**src/rtl/sdram_test_pkg.sv**
```systemverilog
// sdram_test_pkg -- shared definitions for the SDRAM test sequencer.
//   state_t  : sequencer states (IDLE, WRITE, READ, DRAIN, DONE)
//   INV_MASK : XOR mask that selects the inverted pattern
//   pattern(): address-derived test word, byte-swapped address, optionally inverted
package sdram_test_pkg;

    typedef enum logic [2:0] {
        IDLE  = 3'd0,
        WRITE = 3'd1,
        READ  = 3'd2,
        DRAIN = 3'd3,
        DONE  = 3'd4
    } state_t;

    localparam logic [15:0] INV_MASK = 16'hFFFF;

    // Byte swap keeps low addresses from producing mostly-zero words,
    // so stuck-low data lines show up early in the run.
    function automatic logic [15:0] pattern(input logic [15:0] a, input logic inv);
        return {a[7:0], a[15:8]} ^ (inv ? INV_MASK : 16'h0000);
    endfunction

endpackage

```
**src/rtl/sdram_test_chk.sv**
```systemverilog
// sdram_test_chk -- read-back checker datapath.
// Walks chkaddr in step with returned read words, compares each against the
// expected pattern and keeps a saturating mismatch count plus the address of
// the first mismatch.
// Ports:
//   clk, rst        : clock, synchronous active-high reset
//   clr             : start of a new run, clears all checker state
//   chk_en          : a returned word is to be checked this cycle
//   inv             : pattern polarity for the current pass
//   rd_data         : returned read word
//   err_count       : mismatch count, saturates at 16'hFFFF
//   first_err_addr  : address of the first mismatch, 0 if none
module sdram_test_chk
    import sdram_test_pkg::*;
#(
    parameter int DATA_WIDTH     = 16,
    parameter int TEST_ADDR_BITS = 10
) (
    input  logic                      clk,
    input  logic                      rst,
    input  logic                      clr,
    input  logic                      chk_en,
    input  logic                      inv,
    input  logic [DATA_WIDTH-1:0]     rd_data,
    output logic [15:0]               err_count,
    output logic [TEST_ADDR_BITS-1:0] first_err_addr
);

    logic [TEST_ADDR_BITS-1:0] chkaddr;
    logic                      mismatch;

    assign mismatch = rd_data != DATA_WIDTH'(pattern(16'(chkaddr), inv));

    always_ff @(posedge clk) begin
        if (rst || clr) begin
            chkaddr        <= '0;
            err_count      <= '0;
            first_err_addr <= '0;
        end else if (chk_en) begin
            // chkaddr wraps to 0 after the last word, ready for another pass
            chkaddr <= chkaddr + TEST_ADDR_BITS'(1);
            if (mismatch) begin
                if (err_count != 16'hFFFF)
                    err_count <= err_count + 16'd1;
                if (err_count == 16'd0)
                    first_err_addr <= chkaddr;
            end
        end
    end

endmodule

```
**src/rtl/sdram_test_seq.sv**
```systemverilog
// sdram_test_seq -- SDRAM traffic generator and checker.
// On start, writes pattern(a) to words 0 .. 2^TEST_ADDR_BITS-1, then reads them
// all back (at most MAX_OUTSTANDING reads in flight) and checks each word.
// Optional macro SDRAM_TEST_LOOP_EN: run forever, toggling the pattern polarity
// every pass, pulsing done per pass and counting passes on loop_count.
// Ports:
//   clk, rst                 : clock, synchronous active-high reset
//   start, invert            : run start pulse, pattern polarity (sampled on start)
//   req_valid/ready/we/addr/wdata : request channel to the controller
//   rd_valid, rd_data        : in-order read return channel
//   busy, done, pass         : run status; pass is meaningful while done
//   err_count, first_err_addr: mismatch statistics
//   proto_err                : sticky, read data arrived with no read outstanding
//   loop_count               : completed passes (loop build only)
module sdram_test_seq
    import sdram_test_pkg::*;
#(
    parameter int ADDR_DEPTH      = 24,
    parameter int DATA_WIDTH      = 16,
    parameter int TEST_ADDR_BITS  = 10,
    parameter int MAX_OUTSTANDING = 4
) (
    input  logic                      clk,
    input  logic                      rst,
    input  logic                      start,
    input  logic                      invert,
    output logic                      req_valid,
    input  logic                      req_ready,
    output logic                      req_we,
    output logic [ADDR_DEPTH-1:0]     req_addr,
    output logic [DATA_WIDTH-1:0]     req_wdata,
    input  logic                      rd_valid,
    input  logic [DATA_WIDTH-1:0]     rd_data,
    output logic                      busy,
    output logic                      done,
    output logic                      pass,
    output logic [15:0]               err_count,
    output logic [TEST_ADDR_BITS-1:0] first_err_addr,
    output logic                      proto_err
`ifdef SDRAM_TEST_LOOP_EN
   ,output logic [15:0]               loop_count
`endif
);

    localparam int            OW      = $clog2(MAX_OUTSTANDING) + 1;
    localparam logic [OW-1:0] MAX_OUT = OW'(MAX_OUTSTANDING);

    state_t                    state;
    logic [TEST_ADDR_BITS-1:0] waddr;
    logic [TEST_ADDR_BITS-1:0] raddr;
    logic [OW-1:0]             outstanding;
    logic [OW-1:0]             out_next;
    logic                      inv_q;
    logic                      hs;
    logic                      rd_hs;
    logic                      in_chk;
    logic                      chk_en;
    logic                      proto_hit;
    logic                      run_start;

    // Request outputs are pure functions of registered state, so they cannot
    // move while a request is stalled; in READ, outstanding can only fall
    // before the handshake, so req_valid never drops without one.
    always_comb begin
        req_valid = 1'b0;
        req_we    = 1'b0;
        req_addr  = '0;
        req_wdata = '0;
        case (state)
            WRITE: begin
                req_valid = 1'b1;
                req_we    = 1'b1;
                req_addr  = ADDR_DEPTH'(waddr);
                req_wdata = DATA_WIDTH'(pattern(16'(waddr), inv_q));
            end
            READ: begin
                req_valid = outstanding < MAX_OUT;
                req_addr  = ADDR_DEPTH'(raddr);
            end
            default: ;
        endcase
    end

    assign hs        = req_valid && req_ready;
    assign rd_hs     = hs && (state == READ);
    assign in_chk    = (state == READ) || (state == DRAIN);
    assign chk_en    = rd_valid && in_chk && (outstanding != '0);
    // Stray data in IDLE/DONE is ignored: it can be a leftover from a run cut
    // short by reset.
    assign proto_hit = rd_valid && !chk_en && ((state == WRITE) || in_chk);
    assign run_start = start && ((state == IDLE) || (state == DONE));
    assign pass      = done && (err_count == 16'd0) && !proto_err;

    always_comb begin
        out_next = outstanding;
        if (rd_hs && !chk_en)
            out_next = outstanding + OW'(1);
        else if (!rd_hs && chk_en)
            out_next = outstanding - OW'(1);
    end

    always_ff @(posedge clk) begin
        if (rst) begin
            state       <= IDLE;
            waddr       <= '0;
            raddr       <= '0;
            outstanding <= '0;
            inv_q       <= 1'b0;
            busy        <= 1'b0;
            done        <= 1'b0;
            proto_err   <= 1'b0;
`ifdef SDRAM_TEST_LOOP_EN
            loop_count  <= '0;
`endif
        end else begin
            outstanding <= out_next;
            if (proto_hit)
                proto_err <= 1'b1;
`ifdef SDRAM_TEST_LOOP_EN
            done <= 1'b0;
`endif
            case (state)
                IDLE, DONE: begin
                    if (start) begin
                        state       <= WRITE;
                        waddr       <= '0;
                        raddr       <= '0;
                        outstanding <= '0;
                        inv_q       <= invert;
                        busy        <= 1'b1;
                        done        <= 1'b0;
                        proto_err   <= 1'b0;
                    end
                end
                WRITE: begin
                    if (hs) begin
                        waddr <= waddr + TEST_ADDR_BITS'(1);
                        if (waddr == '1)
                            state <= READ;
                    end
                end
                READ: begin
                    if (hs) begin
                        raddr <= raddr + TEST_ADDR_BITS'(1);
                        if (raddr == '1)
                            state <= DRAIN;
                    end
                end
                DRAIN: begin
                    // out_next covers the word checked in this very cycle
                    if (out_next == '0) begin
`ifdef SDRAM_TEST_LOOP_EN
                        // waddr/raddr/chkaddr have already wrapped to 0
                        state      <= WRITE;
                        inv_q      <= ~inv_q;
                        done       <= 1'b1;
                        loop_count <= loop_count + 16'd1;
`else
                        state <= DONE;
                        busy  <= 1'b0;
                        done  <= 1'b1;
`endif
                    end
                end
                default: state <= IDLE;
            endcase
        end
    end

    sdram_test_chk #(
        .DATA_WIDTH     (DATA_WIDTH),
        .TEST_ADDR_BITS (TEST_ADDR_BITS)
    ) u_chk (
        .clk            (clk),
        .rst            (rst),
        .clr            (run_start),
        .chk_en         (chk_en),
        .inv            (inv_q),
        .rd_data        (rd_data),
        .err_count      (err_count),
        .first_err_addr (first_err_addr)
    );

endmodule

```
**config.mk**
```make
export PLATFORM = sky130hd
export DESIGN_NAME = sdram_test_seq
export DESIGN_NICKNAME = d
export VERILOG_FILES = /design/src/rtl/sdram_test_pkg.sv /design/src/rtl/sdram_test_chk.sv /design/src/rtl/sdram_test_seq.sv
export SDC_FILE = /design/constraint.sdc
export NUM_CORES = 1
export LEC_CHECK = 0
export ABC_CLOCK_PERIOD_IN_PS = 2600
export BUFFER_PORTS_ARGS = -buffer_cell sky130_fd_sc_hd__buf_2
export CORE_MARGIN = 10
export CORE_UTILIZATION = 35
export DETAILED_ROUTE_END_ITERATION = 16
export PLACE_DENSITY = 0.57
export SKIP_CTS_REPAIR_TIMING = 1
export SYNTH_ARGS = -nofsm -noshare
export SYNTH_HDL_FRONTEND = slang
export SYNTH_HIERARCHICAL = 1
export SYNTH_SLANG_ARGS = --single-unit
```
**constraint.sdc**
```tcl
create_clock -name clk -period 2.6 [get_ports clk]
set_input_delay 0.39 -clock clk [delete_from_list [all_inputs] [get_ports clk]]
set_output_delay 0.39 -clock clk [all_outputs]
set_load 0.1 [all_outputs]
```
==> impl_metrics.env, run 1 <==
export IMPL_drive_gt1_share_pct=29.37
export IMPL_routed_wirelength_mm=11.28
export IMPL_n_antenna_cell=0
export IMPL_power_density_nw_per_um2=740.7
export IMPL_synthDistinctLibCells=75
export IMPL_cts_tree="built"
export IMPL_synth_simple_area_share_pct=27.04
export IMPL_hold_depth=3
export IMPL_io_pins=94
export IMPL_portBuffers=79
export IMPL_critical_path_class="flop to primary output"
export IMPL_multi_input_area_um2=2459
export IMPL_fin_cells=715
export IMPL_synthMuxAreaShare_pct=1.255
export IMPL_cp_buffers_inverters=3
export IMPL_p_leak_nw=1.953
export IMPL_endpoint="req_wdata[9]"
export IMPL_cp_slowest_cell="buf_2"
export IMPL_placedCellCount=699
export IMPL_root_buffer="clkbuf_16"
export IMPL_critical_path_cell_chain="buf_4, or3b_1, buf_4, nor2_1, buf_2"
export IMPL_ant_nets=0
export IMPL_ys_ff_latch=66
export IMPL_wl_per_cell_um=15.78
export IMPL_synth_compound_area_share_pct=19.01
export IMPL_finalCritPeriodShare_pct=93.46
export IMPL_synth_top_area_share_pct=32.33
export IMPL_critPathLaunchType="flop"
export IMPL_period_needed_ns=2.430
export IMPL_gp_congestion=0.8589
export IMPL_r2r_start="outstanding[0]"
export IMPL_synth_xor_area_share_pct=8.573
export IMPL_relSlewSlack_pct=58.02
export IMPL_drc=0
export IMPL_dpl_worst_slack_ns=0.1943
export IMPL_grt_max_degree=39
export IMPL_cp_num_cells=5
export IMPL_die_area_um2=16400
export IMPL_worstSkewPairLatency_ns=0.34
export IMPL_synthAdderAreaFrac_pct=2.449
export IMPL_cts_sinks=66
export IMPL_worst_pin_slew_ns=0.6138
export IMPL_cp_max_fo=14
export IMPL_final_hold_viol_count=0
export IMPL_fp_dieH_um=128.1
export IMPL_setup_worst_path_start="state[0]"
export IMPL_hold_start="invert"
export IMPL_syn_inst=494
export IMPL_setup_slack_ns=0.1701
export IMPL_antenna_found_initial=0
export IMPL_initial_core_util_pct=35.79
export IMPL_rsz0062_at_grt="false"
export IMPL_ys_flop_type="dfxtp_1"
export IMPL_gr_total_overflow=0
export IMPL_final_setup_tns_ns=0
export IMPL_row_count=39
export IMPL_ys_top_cells_by_count="dfxtp_1 (66), nor2_1 (50), nand2_1 (46)"
export IMPL_synth_seq_area_share_pct=32.33
export IMPL_regArea_um2=1330
export IMPL_die_w_um=128.1
export IMPL_required_ns=2.21
export IMPL_drt_iter0_drc=285
export IMPL_area_delta_synth_final_pct=26.18
export IMPL_power_mw=3.819
export IMPL_max_freq_ghz=0.4115
export IMPL_dp_hpwl_mm=8.601
export IMPL_finalMaxSlewViolations=0
export IMPL_fillers=1149
export IMPL_vias=3787
export IMPL_min_path_type="input port to flop"
export IMPL_core_um2=11420
export IMPL_final_nets=597
export IMPL_clockBufferDepth=2
export IMPL_synth_top_family_by_area="simple AND/OR/NAND/NOR gates"
export IMPL_cap_viol_max_count=0
export IMPL_path_clk_slew_ns=0.06
export IMPL_first_pass_iters=4
export IMPL_endpoint_kind="primary output"
export IMPL_synth_edff_count=0
export IMPL_grt_usage_pct=13.50
export IMPL_synth_area_um2=4086
export IMPL_setup_viol_count_final=0
export IMPL_status="completed"
export IMPL_crit_top_cell="buf_4"
export IMPL_timing_rr_end="u_chk/err_count[7]"
export IMPL_finClkSkew_ns=0.009194
export IMPL_worstPathArrival_ns=2.04
export IMPL_grt_first_pass_wirelength_mm=18.46
export IMPL_ys_warnings_count=6
export IMPL_htree_levels=3
export IMPL_worstRegToRegCells=10
export IMPL_cp_top_family="buffers and inverters"
export IMPL_grt_pass1_vias=3707
export IMPL_yosys_area_top_type="dfxtp_1"
export IMPL_vdd_ir_drop_max_mv=0.3668
export IMPL_cts_buffers=9
export IMPL_synth_area_per_cell_um2=8.272
export IMPL_regToRegSetupSlack_ns=0.24
export IMPL_viasPerCell=5.297
export IMPL_crit_path_max_incr_delay_ns=0.44
export IMPL_yosysMostFrequentCell="dfxtp_1"
export IMPL_async_flop_share_pct=0
export IMPL_synth_area_top_cells="dfxtp_1 (32%), nor2_1 (4.6%), xor2_1 (4.5%)"
## report_power, final
group / switching, mW / internal [mW]
Sequential: 0.0453 / 1.05
Clock: 0.475 / 0.867
Combinational: 0.981 / 0.398
## registers in the layout, indices dropped and copies added, names as in the netlist, 3 cells and up
name,flops
state,3
waddr,10
u_chk/first_err_addr,10
raddr,10
outstanding,3
u_chk/chkaddr,10
u_chk/err_count,16
## through the flow
stage	area (um2)	hold WS (ns)	utilization, %
2_1_floorplan	4160	0.4727	-
3_3_place_gp	4822	0.4643	42.23
3_5_place_dp	4822	0.4736	42.23
4_1_cts	5151	0.3307	45.11
5_1_grt	5156	0.3701	45.16
6_report	5156	0.3348	45.16
## cell families (layout without fill, tap and decap cells)
logic type,count (synthesis),count (layout)
simple gates,205,205
fa+ha+maj,8,8
mux,5,5
flops,66,66
xor+xnor,40,40
buf+inv,60,125
other cells,1,14
compound gates,109,109
## worst reg2reg max path: stages, from the launching register on
cell     delay (ns)
dfxtp_2        0.36
inv_1          0.09
ha_1           0.21
or2b_2         0.19
nand3_1        0.10
inv_1          0.08
buf_4          0.21
nand2_1        0.06
or4_1          0.41
or3_2          0.43
a21oi_2        0.14
## area by class of cell
cell class	count	share of cell area [%]
clock buffer	10	4.635
sequential	66	25.79
timing repair buffer	93	15.43
clock inverter	6	1.747
tap	143	3.470
inverter	16	1.238
multi-input combinational	381	47.68
## cell usage in the layout (no fill, tap or decap), types with 9 or more instances in the layout
| cell | synthesis | final |
|---|---|---|
| o21ai_0 | 12 | 11 |
| nand4_1 | 11 | 11 |
| clkbuf_16 | 0 | 9 |
| nand3_1 | 16 | 16 |
| buf_12 | 3 | 20 |
| buf_2 | 0 | 61 |
| a21oi_1 | 20 | 20 |
| buf_4 | 19 | 12 |
| a21oi_2 | 14 | 14 |
| dfxtp_1 | 66 | 59 |
| nand2_1 | 46 | 46 |
| conb_1 | 1 | 14 |
| xnor2_1 | 19 | 19 |
| inv_1 | 16 | 15 |
| xor2_1 | 21 | 21 |
| o21ai_1 | 17 | 18 |
| nor2_1 | 50 | 49 |
## per-layer routing
metal  part of all wire (%)  track usage, %
met5                      0               0
met4                    1.6           5.430
met3                    6.1           3.515
met2                     45           21.02
met1                     47           17.34
## worst min-delay path by stage
stage                                    endpoint  slack, ns
after CTS                                   inv_q       0.33
after global placement    u_chk/first_err_addr[3]       0.46
final                                       inv_q       0.33
after global routing                        inv_q       0.37
after floorplan           u_chk/first_err_addr[9]       0.47
after detailed placement  u_chk/first_err_addr[3]       0.47
(Power assumes the default switching activity.)
==> run 2, diff against run 1 <==
CORE_UTILIZATION = 40   (was 35)
PLACE_DENSITY = 0.64   (was 0.57)
==> run 2 against run 1 <==
Core utilization grew 6.1 points. Hold slack lost 0.014 ns. Register-to-register slack hardly changed. Sequential share of layout area up 0.52 points. Via count is 1.5% higher. Largest power group unchanged. Flip-flop and latch count stayed put. First-iteration DRC count increased by 2.1%. Largest cell class unchanged.
==> impl_metrics.env, run 2 (same netlist as run 1, synthesis figures left out) <==
export IMPL_worstSkewPairLatency_ns=0.35
export IMPL_crit_path_max_incr_delay_ns=0.44
export IMPL_required_ns=2.21
export IMPL_max_freq_ghz=0.4027
export IMPL_cp_buffers_inverters=3
export IMPL_final_cell_mix="dfxtp_1 (59), buf_2 (59), nor2_1 (49), nand2_1 (46), xor2_1 (21)"
export IMPL_root_buffer="clkbuf_8"
export IMPL_grt_usage_pct=14.68
export IMPL_cp_num_cells=5
export IMPL_relSlewSlack_pct=55.11
export IMPL_critical_path_cell_chain="buf_4, or3b_1, buf_4, nor2_1, buf_2"
export IMPL_die_area_um2=14660
export IMPL_regArea_um2=1330
export IMPL_grt_first_pass_wirelength_mm=17.93
export IMPL_regMostFlops="u_chk/err_count"
export IMPL_worstPathArrival_ns=2.09
export IMPL_clockBufferDepth=2
export IMPL_vias=3843
export IMPL_power_density_nw_per_um2=701.5
export IMPL_dpl_instance_area_um2=4797
export IMPL_period_needed_ns=2.483
export IMPL_finClkSkew_ns=0.01232
export IMPL_first_pass_iters=6
export IMPL_finalMaxSlewViolations=0
export IMPL_portBuffers=79
export IMPL_initial_core_util_pct=41.43
export IMPL_hold_depth=3
export IMPL_htree_levels=3
export IMPL_worstRegToRegCells=10
export IMPL_gp_congestion=0.8108
export IMPL_fp_dieH_um=121.1
export IMPL_grt_max_degree=39
export IMPL_drt_iter0_drc=291
export IMPL_multi_input_area_um2=2459
export IMPL_row_count=36
export IMPL_rsz0062_at_grt="false"
export IMPL_endpoint_kind="primary output"
export IMPL_final_nets=597
export IMPL_dp_hpwl_mm=8.315
export IMPL_status="completed"
export IMPL_cap_viol_max_count=0
export IMPL_critPathLaunchType="flop"
export IMPL_viasPerCell=5.451
export IMPL_cts_sinks=66
export IMPL_fillers=948
export IMPL_min_path_type="input port to flop"
export IMPL_final_hold_viol_count=0
export IMPL_worst_pin_slew_ns=0.6563
export IMPL_finalCritPeriodShare_pct=95.52
export IMPL_drive_gt1_share_pct=29.37
export IMPL_final_setup_tns_ns=0
export IMPL_antenna_found_initial=0
export IMPL_drc=0
export IMPL_gr_total_overflow=0
export IMPL_critical_path_class="flop to primary output"
export IMPL_die_w_um=121.1
export IMPL_cp_top_family="buffers and inverters"
export IMPL_cts_tree="built"
export IMPL_grt_pass1_vias=3690
export IMPL_core_um2=9864
export IMPL_n_antenna_cell=0
export IMPL_vdd_ir_drop_max_mv=0.4636
export IMPL_cp_slowest_cell="buf_2"
export IMPL_cp_max_fo=14
export IMPL_area_delta_synth_final_pct=23.70
export IMPL_p_leak_nw=1.910
export IMPL_ant_nets=0
export IMPL_path_clk_slew_ns=0.08
export IMPL_setup_viol_count_final=0
export IMPL_cts_buffers=9
export IMPL_largest_register_ffs=16
export IMPL_io_pins=94
export IMPL_wl_per_cell_um=15.49
export IMPL_routed_wirelength_mm=10.92
export IMPL_crit_top_cell="buf_4"
export IMPL_stdcell_area_um2=5055
## run 2: path summary, 6_finish.rpt
kind | endpoint | from | slack (ns)
min | inv_q | invert | 0.32
max reg2reg | u_chk/err_count[7] | outstanding[0] | 0.24
max | req_wdata[9] | state[0] | 0.12
min reg2reg | u_chk/first_err_addr[0] | u_chk/first_err_addr[0] | 0.48
## run 2: layout make-up
cell class	instances	share of cell area, %
clock buffer	9	2.450
clock inverter	7	2.450
inverter	16	1.262
multi-input combinational	381	48.64
sequential	66	26.31
tap	133	3.292
timing repair buffer	93	15.59
## run 2: worst register-to-register path, stage by stage (launching register included)
cell     delay (ns)
dfxtp_2        0.37
inv_1          0.09
ha_1           0.20
or2b_2         0.19
nand3_1        0.11
inv_1          0.08
buf_4          0.20
nand2_1        0.06
or4_1          0.42
or3_2          0.44
a21oi_2        0.14
## run 2: layer usage
metal / up-vias / share of wire, % / GRT usage, % / wire length [um]
li1: 1889 / - / - / -
met1: 1839 / 45 / 17.85 / 4927
met2: 103 / 47 / 24.29 / 5173
met3: 12 / 6.3 / 4.421 / 689
met4: 0 / 1.2 / 4.525 / 127
met5: - / 0 / 0 / 0
## run 2: report_power, final
part | switching (mW) | total, mW | internal, mW | leakage (nW)
Clock | 0.436 | 1.08 | 0.645 | 0.120
Sequential | 0.0479 | 1.10 | 1.05 | 0.536
Combinational | 0.977 | 1.37 | 0.388 | 1.25
Total | 1.46 | 3.55 | 2.09 | 1.91
## run 2: metrics by stage
| step | cells | total power, mW | setup slack, ns | hold slack [ns] | util [%] |
|---|---|---|---|---|---|
| 2_1_floorplan | 507 | 2.144 | -0.2156 | 0.4727 | - |
| 3_3_place_gp | 689 | 2.454 | 0.2898 | 0.4639 | 48.63 |
| 3_5_place_dp | 689 | 2.474 | 0.2006 | 0.4716 | 48.63 |
| 4_1_cts | 705 | 3.556 | -0.006211 | 0.3107 | 51.14 |
| 5_1_grt | 705 | 3.719 | 0.008803 | 0.3440 | 51.24 |
| 6_report | 705 | 3.546 | 0.1165 | 0.3210 | 51.24 |
